## src/rtl/countdown_bcd.sv

```systemverilog
// rtl/countdown_bcd.sv - MM:SS packed-BCD cook-time countdown with done/load_err pulses
// Optional internal 1-in-TICK_DIV prescaler: define COUNTDOWN_INT_TICK_EN.
module countdown_bcd #(
`ifdef COUNTDOWN_INT_TICK_EN
    parameter int         TICK_DIV = 100,
`endif
    parameter logic [7:0] MAX_MIN  = 8'h99
) (
    input  logic       clk,
    input  logic       rst,
    input  logic       tick_in,
    input  logic       load,
    input  logic [7:0] min_bcd,
    input  logic [7:0] sec_bcd,
    input  logic       start,
    input  logic       pause,
    input  logic       clear,
    output logic [7:0] min_out,
    output logic [7:0] sec_out,
    output logic       running,
    output logic       paused,
    output logic       done,
    output logic       load_err
);

    localparam logic [1:0] S_IDLE  = 2'd0;
    localparam logic [1:0] S_READY = 2'd1;
    localparam logic [1:0] S_RUN   = 2'd2;
    localparam logic [1:0] S_PAUSE = 2'd3;

    logic [1:0] r_state;
    logic [7:0] r_min;
    logic [7:0] r_sec;
    logic       r_running;
    logic       r_paused;
    logic       r_done;
    logic       r_load_err;

    logic [1:0] w_state_nxt;
    logic [7:0] w_min_nxt;
    logic [7:0] w_sec_nxt;
    logic       w_done_nxt;
    logic       w_err_nxt;
    logic [7:0] w_dec_min;
    logic [7:0] w_dec_sec;
    logic       w_load_ok;
    logic       w_load_zero;
    logic       w_time_zero;
    logic       w_tick;

`ifdef COUNTDOWN_INT_TICK_EN
    // Prescaler only counts while in RUN, so every resume restarts a full second.
    logic [6:0] r_div;
    logic       w_unused_tick_in;

    assign w_unused_tick_in = tick_in;
    assign w_tick = (r_state == S_RUN) && (r_div == 7'(TICK_DIV - 1));

    always_ff @(posedge clk) begin
        if (rst || (r_state != S_RUN) || w_tick) begin
            r_div <= 7'd0;
        end else begin
            r_div <= r_div + 7'd1;
        end
    end
`else
    assign w_tick = tick_in;
`endif

    assign w_load_ok = (min_bcd[7:4] <= 4'd9) && (min_bcd[3:0] <= 4'd9) &&
                       (sec_bcd[7:4] <= 4'd5) && (sec_bcd[3:0] <= 4'd9) &&
                       (min_bcd <= MAX_MIN);
    assign w_load_zero = (min_bcd == 8'h00) && (sec_bcd == 8'h00);
    assign w_time_zero = (r_min == 8'h00) && (r_sec == 8'h00);

    // One-second BCD decrement with borrow from seconds into minutes.
    always_comb begin
        w_dec_min = r_min;
        w_dec_sec = r_sec;
        if (r_sec[3:0] != 4'd0) begin
            w_dec_sec[3:0] = r_sec[3:0] - 4'd1;
        end else if (r_sec[7:4] != 4'd0) begin
            w_dec_sec = {r_sec[7:4] - 4'd1, 4'd9};
        end else begin
            w_dec_sec = 8'h59;
            if (r_min[3:0] != 4'd0) begin
                w_dec_min[3:0] = r_min[3:0] - 4'd1;
            end else begin
                w_dec_min = {r_min[7:4] - 4'd1, 4'd9};
            end
        end
    end

    always_comb begin
        w_state_nxt = r_state;
        w_min_nxt   = r_min;
        w_sec_nxt   = r_sec;
        w_done_nxt  = 1'b0;
        w_err_nxt   = 1'b0;
        if (clear) begin
            w_state_nxt = S_IDLE;
            w_min_nxt   = 8'h00;
            w_sec_nxt   = 8'h00;
        end else if (load) begin
            if (r_state != S_RUN) begin
                if (w_load_ok) begin
                    w_min_nxt   = min_bcd;
                    w_sec_nxt   = sec_bcd;
                    w_state_nxt = w_load_zero ? S_IDLE : S_READY;
                end else begin
                    w_err_nxt = 1'b1;
                end
            end
        end else if (start) begin
            if (((r_state == S_READY) || (r_state == S_PAUSE)) && !w_time_zero) begin
                w_state_nxt = S_RUN;
            end
        end else if (pause) begin
            if (r_state == S_RUN) begin
                w_state_nxt = S_PAUSE;
            end
        end else if (w_tick && (r_state == S_RUN)) begin
            w_min_nxt = w_dec_min;
            w_sec_nxt = w_dec_sec;
            if ((w_dec_min == 8'h00) && (w_dec_sec == 8'h00)) begin
                w_state_nxt = S_IDLE;
                w_done_nxt  = 1'b1;
            end
        end
    end

    always_ff @(posedge clk) begin
        if (rst) begin
            r_state    <= S_IDLE;
            r_min      <= 8'h00;
            r_sec      <= 8'h00;
            r_running  <= 1'b0;
            r_paused   <= 1'b0;
            r_done     <= 1'b0;
            r_load_err <= 1'b0;
        end else begin
            r_state    <= w_state_nxt;
            r_min      <= w_min_nxt;
            r_sec      <= w_sec_nxt;
            r_running  <= (w_state_nxt == S_RUN);
            r_paused   <= (w_state_nxt == S_PAUSE);
            r_done     <= w_done_nxt;
            r_load_err <= w_err_nxt;
        end
    end

    assign min_out  = r_min;
    assign sec_out  = r_sec;
    assign running  = r_running;
    assign paused   = r_paused;
    assign done     = r_done;
    assign load_err = r_load_err;

endmodule

```

## config.mk

```make
export PLATFORM = sky130hd
export DESIGN_NAME = countdown_bcd
export DESIGN_NICKNAME = d
export VERILOG_FILES = /design/src/rtl/countdown_bcd.sv
export SDC_FILE = /design/constraint.sdc
export NUM_CORES = 1
export LEC_CHECK = 0
export BUFFER_PORTS_ARGS = -buffer_cell sky130_fd_sc_hd__clkbuf_2
export CAP_MARGIN = 10
export CORE_ASPECT_RATIO = 0.7
export CORE_MARGIN = 5
export CORE_UTILIZATION = 45
export DETAILED_ROUTE_END_ITERATION = 10
export PLACE_DENSITY = 0.71
export SLEW_MARGIN = 20
export SYNTH_ARGS = -nofsm -noshare
export SYNTH_HDL_FRONTEND = slang
export SYNTH_SLANG_ARGS = --single-unit
```

## constraint.sdc

```tcl
create_clock -name clk -period 4.6 [get_ports clk]
set_input_delay 0.46 -clock clk [delete_from_list [all_inputs] [get_ports clk]]
set_output_delay 0.46 -clock clk [all_outputs]
set_load 0.01 [all_outputs]
```

======== Yosys cells after proc, flatten, opt, wreduce, memory -nomap -nowiden ========
Index checks and enable logic that the tools add are counted.
storage, ports and cells
  word-level logic and storage cells ...... 86
  register bits ........................... 22
operators by class
  muxes and demuxes ....................... 32
  add/subtract/negate cells ............... 4
  $lt $le $gt $ge ......................... 5
  bitwise gates (word level) .............. 3
  reductions and logical operators ........ 25
  equal/unequal tests ..................... 10
operators with widths
  operator               number
  $mux W8                15
  $logic_not A8 Y1       6
  $mux W2                10
  $mux W4                4
  $sub A4 B1 Y4 const B  4
  $le A4 B4 Y1 const B   3
  $reduce_bool A4 Y1     3
  $logic_and A1 B1 Y1    9
  $eq A2 B2 Y1 const B   4
  $le A8 B8 Y1 const B   1
  $ne A2 B2 Y1 const B   3
  $reduce_or A6 Y1       1
  $reduce_and A5 Y1      1
  $le A4 B3 Y1 const B   1
  $ne A2 B1 Y1 const B   2
  $reduce_or A4 Y1       1
  $mux W1                3
  $not A1 Y1             3
  $eq A2 B1 Y1 const B   1
  $reduce_bool A2 Y1     1
  $reduce_or A2 Y1       1
  $logic_not A1 Y1       1
  $logic_or A1 B1 Y1     1

======== Logic depth before layout (Yosys ltp) ========
Gate-level depths: netlist (run 1).
  word-level depth ........................ 13
  mapped depth ............................ 7
  mapped depth without buffers ............ 7

======== Worst setup path before layout (run 1) ========
OpenSTA, ideal clock, no wires.
  path kind ............................... register to register
  from .................................... reg r_sec[0], in the netlist sec_out[0]
  to ...................................... reg r_min[1], in the netlist min_out[1]
  setup slack ............................. 2.762 ns
  cell stages (with the launch flop) ...... 6
  arrival time ............................ 1.718 ns
  clock period less this slack ............ 1.838 ns
  buffers on the path ..................... 0
  setup time .............................. 0.119 ns
  data required time ...................... 4.481 ns
  path through ............................ dfxtp_1 -> or4_4 -> nor3b_1 -> mux2_1 -> o21ai_1 -> o21ai_1
between the ends
  longest elaborated chain between the ends .. 6
ends and longest elaborated chain
  element                 RTL line  source
  start, declared         33        logic [7:0] r_sec;
  start signal, assigned  144       r_sec <= w_sec_nxt;
  $reduce_bool A4 Y1      80        if (r_sec[3:0] != 4'd0) begin
  $mux W8                 80
  $mux W8                 122       end else if (w_tick && (r_state == S_RUN)) begin
  $mux W8                 118       end else if (pause) begin
  $mux W8                 114       end else if (start) begin
  $mux W8                 104       end else if (load) begin
  end signal, assigned    143       r_min <= w_min_nxt;
  end, declared           32        logic [7:0] r_min;
Every way passes these cells. The select of a mux whose other input is x is not followed.
A chain may end at the register's enable or synchronous reset.

======== Worst setup path in the final report (run 1) ========
  from .................................... reg r_state[1]
  to ...................................... reg r_sec[2], in the netlist sec_out[2]
between the ends
  longest elaborated chain between the ends .. 4
  elaborated cells on any way between the ends .. 6
  those cells by class .................... eq/ne: 3; reduce/logical: 3
ends and longest elaborated chain
  element                                 RTL line  source
  start, declared                         31        logic [1:0] r_state;
  start signal, assigned                  142       r_state <= w_state_nxt;
  $eq A2 B2 Y1                            122
  $logic_and A1 B1 Y1                     122
  $reduce_bool A2 Y1 (no source line)     n/a
  $reduce_and A5 Y1 (no source line) (*)  n/a
Every way passes the cells marked *; elsewhere a longest branch is shown, timed or not.

==> results by group, run 1 <==
Detailed routing
  – Vias/cell: roughly 6
  – ANT nets after route: 0
  – Vias: 1500
  – Total wire length: a little under 4 mm
  – Drc violations: 0
  – Iter 0 DRT Violations: 162
  – Routed wire per std cell: ~15 um
  – Drt first pass iters: 4

Placement
  – IO buf count: 42
  – Gpl congestion: 0.812
  – Dpl cell area: around 1700 um^2
  – DPL Wire Length: 2.86 mm

Synthesis
  – Async SR Flop Fraction: 0
  – Synth warnings: 0
  – Post-Syn Nets: between 200 and 250
  – Sequential cell area fraction in the yosys report: 0.301
  – Synth top area cells: dfxtp_1 30%, a21oi_1 5.5%, nand2_1 4.9%
  – Dominant synthesized flop cell: dfxtp_1
  – Mapped cell area: about 1500 um^2
  – #FFs+latches synth: 22
  – Avg Inst Size Synth: ~8.2 um^2
  – Post-synth cell types: 52
  – EDFF count, synth: 0
  – Mapped Cells: between 150 and 200
  – Top cell type's share of synthesized area: 0.301
  – Leading area contributor after synthesis: dfxtp_1

Critical path
  – Crit-path max cell delay: about 0.6 ns
  – Reg-to-reg slack, setup: roughly 2.4 ns
  – Setup crit end kind: flip-flop
  – R2R depth: 5
  – Worst Setup EP: sec_out[2]
  – Capturing point of the worst reg2reg path: sec_out[2]
  – CP startpoint: r_state[1]
  – Critical Path Start Type: flip-flop
  – Worst setup path class: reg2reg
  – Critical Path RT: 4.76 ns
  – CP max FO: 17
  – CP max stage cell: o32ai_4
  – Critical path, cell by cell: nand2b_2 > or3b_4 > o32ai_4 > o21ai_1 > a32o_1
  – Arr. time, crit path: between 2 and 2.5 ns
  – Reg2reg start: r_state[1]

Status
  – Outcome: completed

Global route
  – First-pass GRT wire length: roughly 6.4 mm
  – Gr usage total: 0.174
  – Met1 usage: 0.252
  – Largest net degree at the start of global routing: 33
  – Initial antenna violation count: 0
  – GR Util met3: 0.0481
  – Gr busiest metal: met2
  – Number of global-route vias before repair: ~1300
  – Routing usage on met2: 0.267
  – Gr ovfl total: 0

Clock tree
  – # clock sinks: 22
  – Total CTS buffers: 3
  – TritonCTS clock tree: built
  – Post-CTS resize count: 0
  – Worst-path clk slew: 0.08 ns
  – Clock root buffer: clkbuf_8
  – Longest Clk Path Bufs: 2
  – CTS Hold Bufs: 0
  – Post-CTS setup buffer count: 0
  – CTS H-tree lvls: 1
  – Clk_lat worst skew: roughly 0.27 ns

Power
  – Sw frac: 0.282
  – Clock power share: 0.311
  – Cell Int Power: around 280 uW
  – LEAKAGE: roughly 0.00067 uW
  – Reg power frac: 0.504
  – Switching pwr: 110 uW
  – Maximum vdd drop: about 180 uV
  – Combinational share of power: 0.184
  – Power per Cell Area: between 200 and 250 nW/um^2

Layout
  – Number of diodes: 0
  – Most common cell after layout, fill and taps aside: clkbuf_2
  – Share of cells above drive strength 1: 0.292
  – Area Overhead vs Synth: 17.4%
  – Most frequent cells in the layout: 42 x clkbuf_2, 22 x dfxtp_1, 19 x nand2_1, 16 x a21oi_1, 13 x nor2_1
  – Fin nets: about 240
  – Fillers: 291
  – Design area: between 1500 and 2000 um^2

STA
  – Worst Tran Pin Value: about 0.71 ns
  – Tcrit/Tclk final: 0.472
  – Fin. Hold Viols: 0
  – Slew Limit Fails: 0
  – Clk_skew: approximately 0.01 ns
  – Final setup vio count: 0
  – RSZ-0062 raised after global routing: false
  – Max-slew headroom: 0.527
  – FMAX: 461 MHz
  – Post-route minimum period: approximately 2.2 ns
  – Setup TNS: 0 ns

Floorplan
  – Initial core utilization: 0.465
  – Die Ht: between 50 and 60 um
  – # rows: 17
  – IO Count: 43
  – Die Width: ~78 um
  – CORE AREA: 3150 um^2
  – Die area: ~4500 um^2

Hold path
  – Hold depth: 3
  – Hold Crit Class: in2reg

Run
  – Max_cap viols: 0
## layout make-up
type                       count  area, um^2  share of cell area
clock buffer                   3        41.3              0.0240
inverter                       7        26.3              0.0153
multi-input combinational    142         952               0.554
sequential                    22         440               0.256
tap                           38        47.5              0.0277
timing repair buffer          42         210               0.122
## state kept, by name, summed over array words and instances (netlist names)
register and cells:
done 1, sec_out 8, min_out 8, paused 1, running 1, r_state 2, load_err 1
## metrics by stage
stage	instances	total power, uW	util	hold WS (ns)	worst slack (ns)
after global placement	251	272	0.533	0.526	2.44
final	254	390	0.546	0.494	2.43
after detailed placement	251	272	0.533	0.528	2.39
after CTS	254	393	0.546	0.493	2.44
after floorplan	179	248	-	0.534	2.76
after global routing	254	409	0.546	0.496	2.31
## how the worst min path moves through the flow
stage / startpoint / end / slack, ns
3_3_place_gp: min_out[1] / min_out[1] / 0.53
6_report: sec_bcd[0] / sec_out[0] / 0.49
5_1_grt: sec_bcd[0] / sec_out[0] / 0.50
4_1_cts: sec_bcd[0] / sec_out[0] / 0.49
3_5_place_dp: min_out[1] / min_out[1] / 0.53
2_1_floorplan: min_out[3] / min_out[3] / 0.53
## critical path: cells and delay by family (launching register included)
kind,cells,cell delay [ns]
DFF,1,0.48
and+or+nand+nor,2,0.54
AOI/OAI and AO/OA,3,1.04
## synthesized netlist by cell type (2+ instances only)
| library cell | n |
|---|---|
| nand3_1 | 7 |
| nor4_4 | 2 |
| dfxtp_1 | 22 |
| o21ai_1 | 9 |
| nand2_1 | 19 |
| nand2b_1 | 3 |
| or3_1 | 2 |
| o41ai_1 | 3 |
| a31oi_1 | 3 |
| nor3b_1 | 4 |
| and3_1 | 2 |
| o21ai_0 | 10 |
| o21a_1 | 3 |
| nor2_1 | 13 |
| buf_6 | 2 |
| inv_1 | 6 |
| nor3_1 | 6 |
| ha_1 | 2 |
| nor4_1 | 5 |
| mux2_2 | 2 |
| a21oi_1 | 16 |
| clkbuf_1 | 6 |
| o211ai_1 | 3 |
## routing by layer
| layer | share of wire | routed length, um |
|---|---|---|
| met2 | 0.44 | 1710 |
| met4 | 0.0044 | 17 |
| met5 | 0 | 0 |
| met3 | 0.082 | 319 |
| met1 | 0.47 | 1850 |
## power by group through the flow
stage | logic, uW | registers [uW] | clock network, uW
3_5_place_dp | 71.0 | 201 | 0
2_1_floorplan | 46.6 | 202 | 0
5_1_grt | 80.0 | 197 | 132
6_report | 72.0 | 197 | 121
4_1_cts | 71.5 | 197 | 124
3_3_place_gp | 71.3 | 201 | 0
## logic make-up (layout without fill, tap and decap cells)
group	count (synthesis)	count (layout)	synth area share
adder cells (fa/ha/maj)	2	2	0.0171
XOR/XNOR	1	1	0.00598
multiplexers	3	3	0.0231
buffers and inverters	15	52	0.0487
flip-flops	22	22	0.301
AO/OA/AOI/OAI	64	64	0.322
AND/OR/NAND/NOR	72	72	0.282
Power figures use the tool's default switching activity.
==> run 2: changes to the inputs <==
==> constraint.sdc (replaced) <==
create_clock -name clk -period 2.2 [get_ports clk]
set_input_delay 0.22 -clock clk [delete_from_list [all_inputs] [get_ports clk]]
set_output_delay 0.22 -clock clk [all_outputs]
set_load 0.01 [all_outputs]
==> results by group, run 2 (same netlist as run 1, synthesis figures left out) <==
STA
  – Clk_skew: approximately 0.0038 ns
  – Setup TNS: 0 ns
  – Fin. Hold Viols: 0
  – Worst Tran Pin Value: about 0.55 ns
  – Max-slew headroom: 0.631
  – Slew Limit Fails: 0
  – FMAX: approximately 500 MHz
  – RSZ-0062 raised after global routing: false
  – Hold WS: approximately 0.24 ns
  – Post-route minimum period: between 2 and 2.5 ns
  – Final setup vio count: 0
  – Tcrit/Tclk final: 0.916

Critical path
  – CP max stage cell: dfxtp_1
  – Arr. time, crit path: 2.16 ns
  – Top delay family on crit path: compound AO/OA/AOI/OAI gates
  – Worst setup path class: reg2reg
  – Setup crit end kind: flip-flop
  – Critical Path Start Type: flip-flop
  – Critical path, cell by cell: nand2b_2 > or3b_4 > o32ai_4 > buf_4 > o21a_1 > o31ai_1
  – CP bufs+invs: 1
  – Crit-path max cell delay: around 0.47 ns
  – CP max FO: 10
  – Critical Path RT: approximately 2.4 ns

Detailed routing
  – Total wire length: 4.13 mm
  – ANT nets after route: 0
  – Drt first pass iters: 4
  – Vias: ~1600
  – Iter 0 DRT Violations: approximately 160
  – Drc violations: 0
  – Vias/cell: between 5 and 6
  – Routed wire per std cell: about 16 um

Layout
  – Most common cell after layout, fill and taps aside: clkbuf_2
  – Final Util: 0.572
  – Number of diodes: 0
  – Area Overhead vs Synth: 22.9%
  – Design area: about 1800 um^2
  – Fin nets: around 250
  – Most frequent cells in the layout: 42 x clkbuf_2, 22 x dfxtp_1, 19 x nand2_1, 16 x a21oi_1, 13 x nor2_1
  – Share of cells above drive strength 1: 0.323

Power
  – Power per Cell Area: roughly 490 nW/um^2
  – Maximum vdd drop: between 300 and 400 uV
  – LEAKAGE: ~0.00072 uW

Floorplan
  – CORE AREA: approximately 3100 um^2
  – Die area: between 4000 and 5000 um^2
  – Initial core utilization: 0.465
  – IO Count: 43
  – # rows: 17
  – Die Ht: between 50 and 60 um
  – Die Width: between 70 and 80 um

Clock tree
  – CTS H-tree lvls: 1
  – Post-CTS setup buffer count: 0
  – # clock sinks: 22
  – Post-CTS resize count: 0
  – CTS Hold Bufs: 0
  – Clk_lat worst skew: 0.27 ns
  – Total CTS buffers: 3
  – Clock root buffer: clkbuf_8
  – Longest Clk Path Bufs: 2
  – Worst-path clk slew: ~0.080 ns
  – TritonCTS clock tree: built

Placement
  – Gpl congestion: 0.848
  – Dpl cell area: between 1500 and 2000 um^2
  – IO buf count: 42
  – DPL Wire Length: around 3.1 mm

Global route
  – First-pass GRT wire length: slightly above 7 mm
  – Initial antenna violation count: 0
  – Number of global-route vias before repair: between 1500 and 2000
  – Gr usage total: 0.195
  – Largest net degree at the start of global routing: 21
  – Gr ovfl total: 0

Run
  – Max_cap viols: 0

Status
  – Outcome: completed

Hold path
  – Hold Crit Class: in2reg
[run 2: changes by cell type in the layout (fill, tap and decap cells not counted)]
cell,change
clkbuf_8,+1
buf_4,+9
[run 2: path summary, 6_finish.rpt]
path / startpoint / endpoint / slack [ns] / depth (start not counted)
worst max register to register: r_state[1] / min_out[3] / 0.18 / 6
worst min register to register: sec_out[7] / sec_out[7] / 0.55 / 1
worst min-delay path: sec_bcd[0] / sec_out[0] / 0.24 / 3
worst max-delay path: r_state[1] / min_out[3] / 0.18 / 6
[run 2: where the power goes]
| part | internal [uW] | switching [uW] |
|---|---|---|
| clock | 160 | 142 |
| combinational | 65.8 | 95.1 |
| sequential | 404 | 7.06 |
| total | 630 | 244 |
[run 2: area by class of cell]
cell class | instances | area [um^2]
inverters | 7 | 26.3
clock buffers | 4 | 55.1
repair buffers | 51 | 278
fillers | 307 | 1350
multi-input cells | 142 | 952
well taps | 38 | 47.5
flip-flops and latches | 22 | 440
[run 2: layer usage]
layer,global-route usage,share of wire
met2,0.300,0.46
met4,0.0524,0.0065
met5,0,0
met3,0.0419,0.063
met1,0.276,0.47
[run 2: metrics by stage]
stage / instances / worst slack [ns] / power, uW
global route: 264 / 0.0738 / 917
floorplan: 179 / 0.362 / 519
finish: 264 / 0.184 / 873
detailed placement: 260 / 0.213 / 579
global placement: 260 / 0.250 / 579
CTS: 264 / 0.196 / 878
[run 2: tightest hold or removal path, cell delays in order]
cell and delay (ns):
clkbuf_2 0.09, nand2_1 0.07, a311oi_2 0.09
==> run 3: changes to the inputs <==
==> constraint.sdc (replaced) <==
create_clock -name clk -period 2.1 [get_ports clk]
set_input_delay 0.21 -clock clk [delete_from_list [all_inputs] [get_ports clk]]
set_output_delay 0.21 -clock clk [all_outputs]
set_load 0.01 [all_outputs]
==> results by group, run 3 (same netlist as run 1, synthesis figures left out) <==
Status
  – Outcome: completed

Layout
  – Area Overhead vs Synth: 22.7%
  – Number of diodes: 0
  – Most frequent cells in the layout: 42 x clkbuf_2, 22 x dfxtp_1, 19 x nand2_1, 16 x a21oi_1, 13 x nor2_1
  – Fin nets: 250
  – Most common cell after layout, fill and taps aside: clkbuf_2
  – Share of cells above drive strength 1: 0.317
  – Post-Layout Cell Count: ~260

Global route
  – Gr usage total: 0.186
  – Routing usage on met2: 0.288
  – Gr ovfl total: 0
  – Gr busiest metal: met2
  – Largest net degree at the start of global routing: 16
  – Initial antenna violation count: 0
  – Number of global-route vias before repair: approximately 1400
  – Met1 usage: 0.270
  – First-pass GRT wire length: 6.75 mm
  – GR Util met3: 0.0435

STA
  – Worst Tran Pin Value: ~0.52 ns
  – Fin. Hold Viols: 0
  – Setup TNS: 0 ns
  – Clk_skew: between 0.003 and 0.004 ns
  – FMAX: between 500 and 600 MHz
  – Final setup vio count: 0
  – Setup ws final: approximately 0.15 ns
  – Hold WS: about 0.24 ns
  – Slew Limit Fails: 0
  – Post-route minimum period: slightly below 2 ns
  – Max-slew headroom: 0.650
  – Tcrit/Tclk final: 0.928
  – RSZ-0062 raised after global routing: false

Run
  – Max_cap viols: 0

Floorplan
  – Initial core utilization: 0.465
  – Die area: between 4000 and 5000 um^2
  – Die Ht: between 50 and 60 um
  – Die Width: 78.2 um
  – # rows: 17
  – IO Count: between 40 and 50
  – CORE AREA: 3150 um^2

Detailed routing
  – Vias/cell: between 5 and 6
  – Total wire length: around 4 mm
  – Drc violations: 0
  – Routed wire per std cell: around 15 um
  – Vias: between 1500 and 2000
  – Drt first pass iters: 4
  – Iter 0 DRT Violations: 77
  – ANT nets after route: 0

Critical path
  – CP startpoint: sec_out[0]
  – Arr. time, crit path: around 2.1 ns
  – R2R depth: 5
  – Reg-to-reg slack, setup: between 0.15 and 0.2 ns
  – Worst setup path class: reg2reg
  – Worst Setup EP: min_out[1]
  – Critical Path Start Type: flip-flop
  – Setup crit end kind: flip-flop
  – Reg2reg start: sec_out[0]
  – CP max FO: 8
  – Critical Path RT: between 2 and 2.5 ns
  – Capturing point of the worst reg2reg path: min_out[1]

Power
  – Power per Cell Area: roughly 510 nW/um^2
  – LEAKAGE: 0.000713 uW
  – Maximum vdd drop: about 350 uV
  – Final Power: 908 uW

Clock tree
  – Clk_lat worst skew: ~0.26 ns
  – # clock sinks: 22
  – Longest Clk Path Bufs: 2
  – Clock root buffer: clkbuf_8
  – Total CTS buffers: 3
  – Post-CTS resize count: 0
  – Post-CTS setup buffer count: 0
  – TritonCTS clock tree: built
  – CTS Hold Bufs: 0
  – Worst-path clk slew: 0.08 ns
  – CTS H-tree lvls: 1

Placement
  – Gpl congestion: roughly 0.84
  – Dpl cells: between 200 and 300
  – DPL Wire Length: around 3.2 mm
  – IO buf count: 42
  – Place WS: 0.157 ns

Hold path
  – Hold Crit Class: in2reg
==> run 3: changes by cell type in the layout (fill, tap and decap cells not counted) <==
cell and change:
buf_12 +1, buf_4 -3
==> run 3: final cells by class <==
class / count / area [um^2]
Fill cell: 299 / 1350
Multi-Input combinational cell: 142 / 952
Sequential cell: 22 / 440
Timing Repair Buffer: 49 / 275
Clock buffer: 4 / 55.1
Tap cell: 38 / 47.5
Inverter: 7 / 26.3
==> run 3: worst min-delay path by stage <==
stage          depth (start not counted)          to        from
2_1_floorplan                          2        done       start
3_3_place_gp                           3  sec_out[0]  sec_bcd[0]
3_5_place_dp                           3  sec_out[0]  sec_bcd[0]
4_1_cts                                3  sec_out[0]  sec_bcd[0]
5_1_grt                                3  sec_out[0]  sec_bcd[0]
6_report                               3  sec_out[0]  sec_bcd[0]
==> run 3: worst max-delay path, cell delays in order, from the launching register on <==
cell and delay, ns:
dfxtp_1 0.41, or4_4 0.60, nor3b_1 0.30, mux2_1 0.35, o21ai_1 0.12, o21ai_1 0.06
==> run 3: where the power goes <==
group | switching, uW | total [uW] | leakage, uW | internal [uW]
combinational | 98.9 | 170 | 0.000506 | 71.1
sequential | 8.01 | 431 | 0.000178 | 423
clock | 140 | 307 | 0.0000288 | 167
==> run 3: stage by stage <==
step	utilization	cell area (um^2)
2_1_floorplan	-	1460
3_3_place_gp	0.553	1740
3_5_place_dp	0.553	1740
4_1_cts	0.571	1800
5_1_grt	0.571	1800
6_report	0.571	1800
==> run 3: routing by layer <==
metal | vias to the layer above | part of all wire
met3 | 2 | 0.065
met1 | 701 | 0.49
met2 | 47 | 0.44
li1 | 774 | -
met5 | - | 0
met4 | 0 | 0.0045
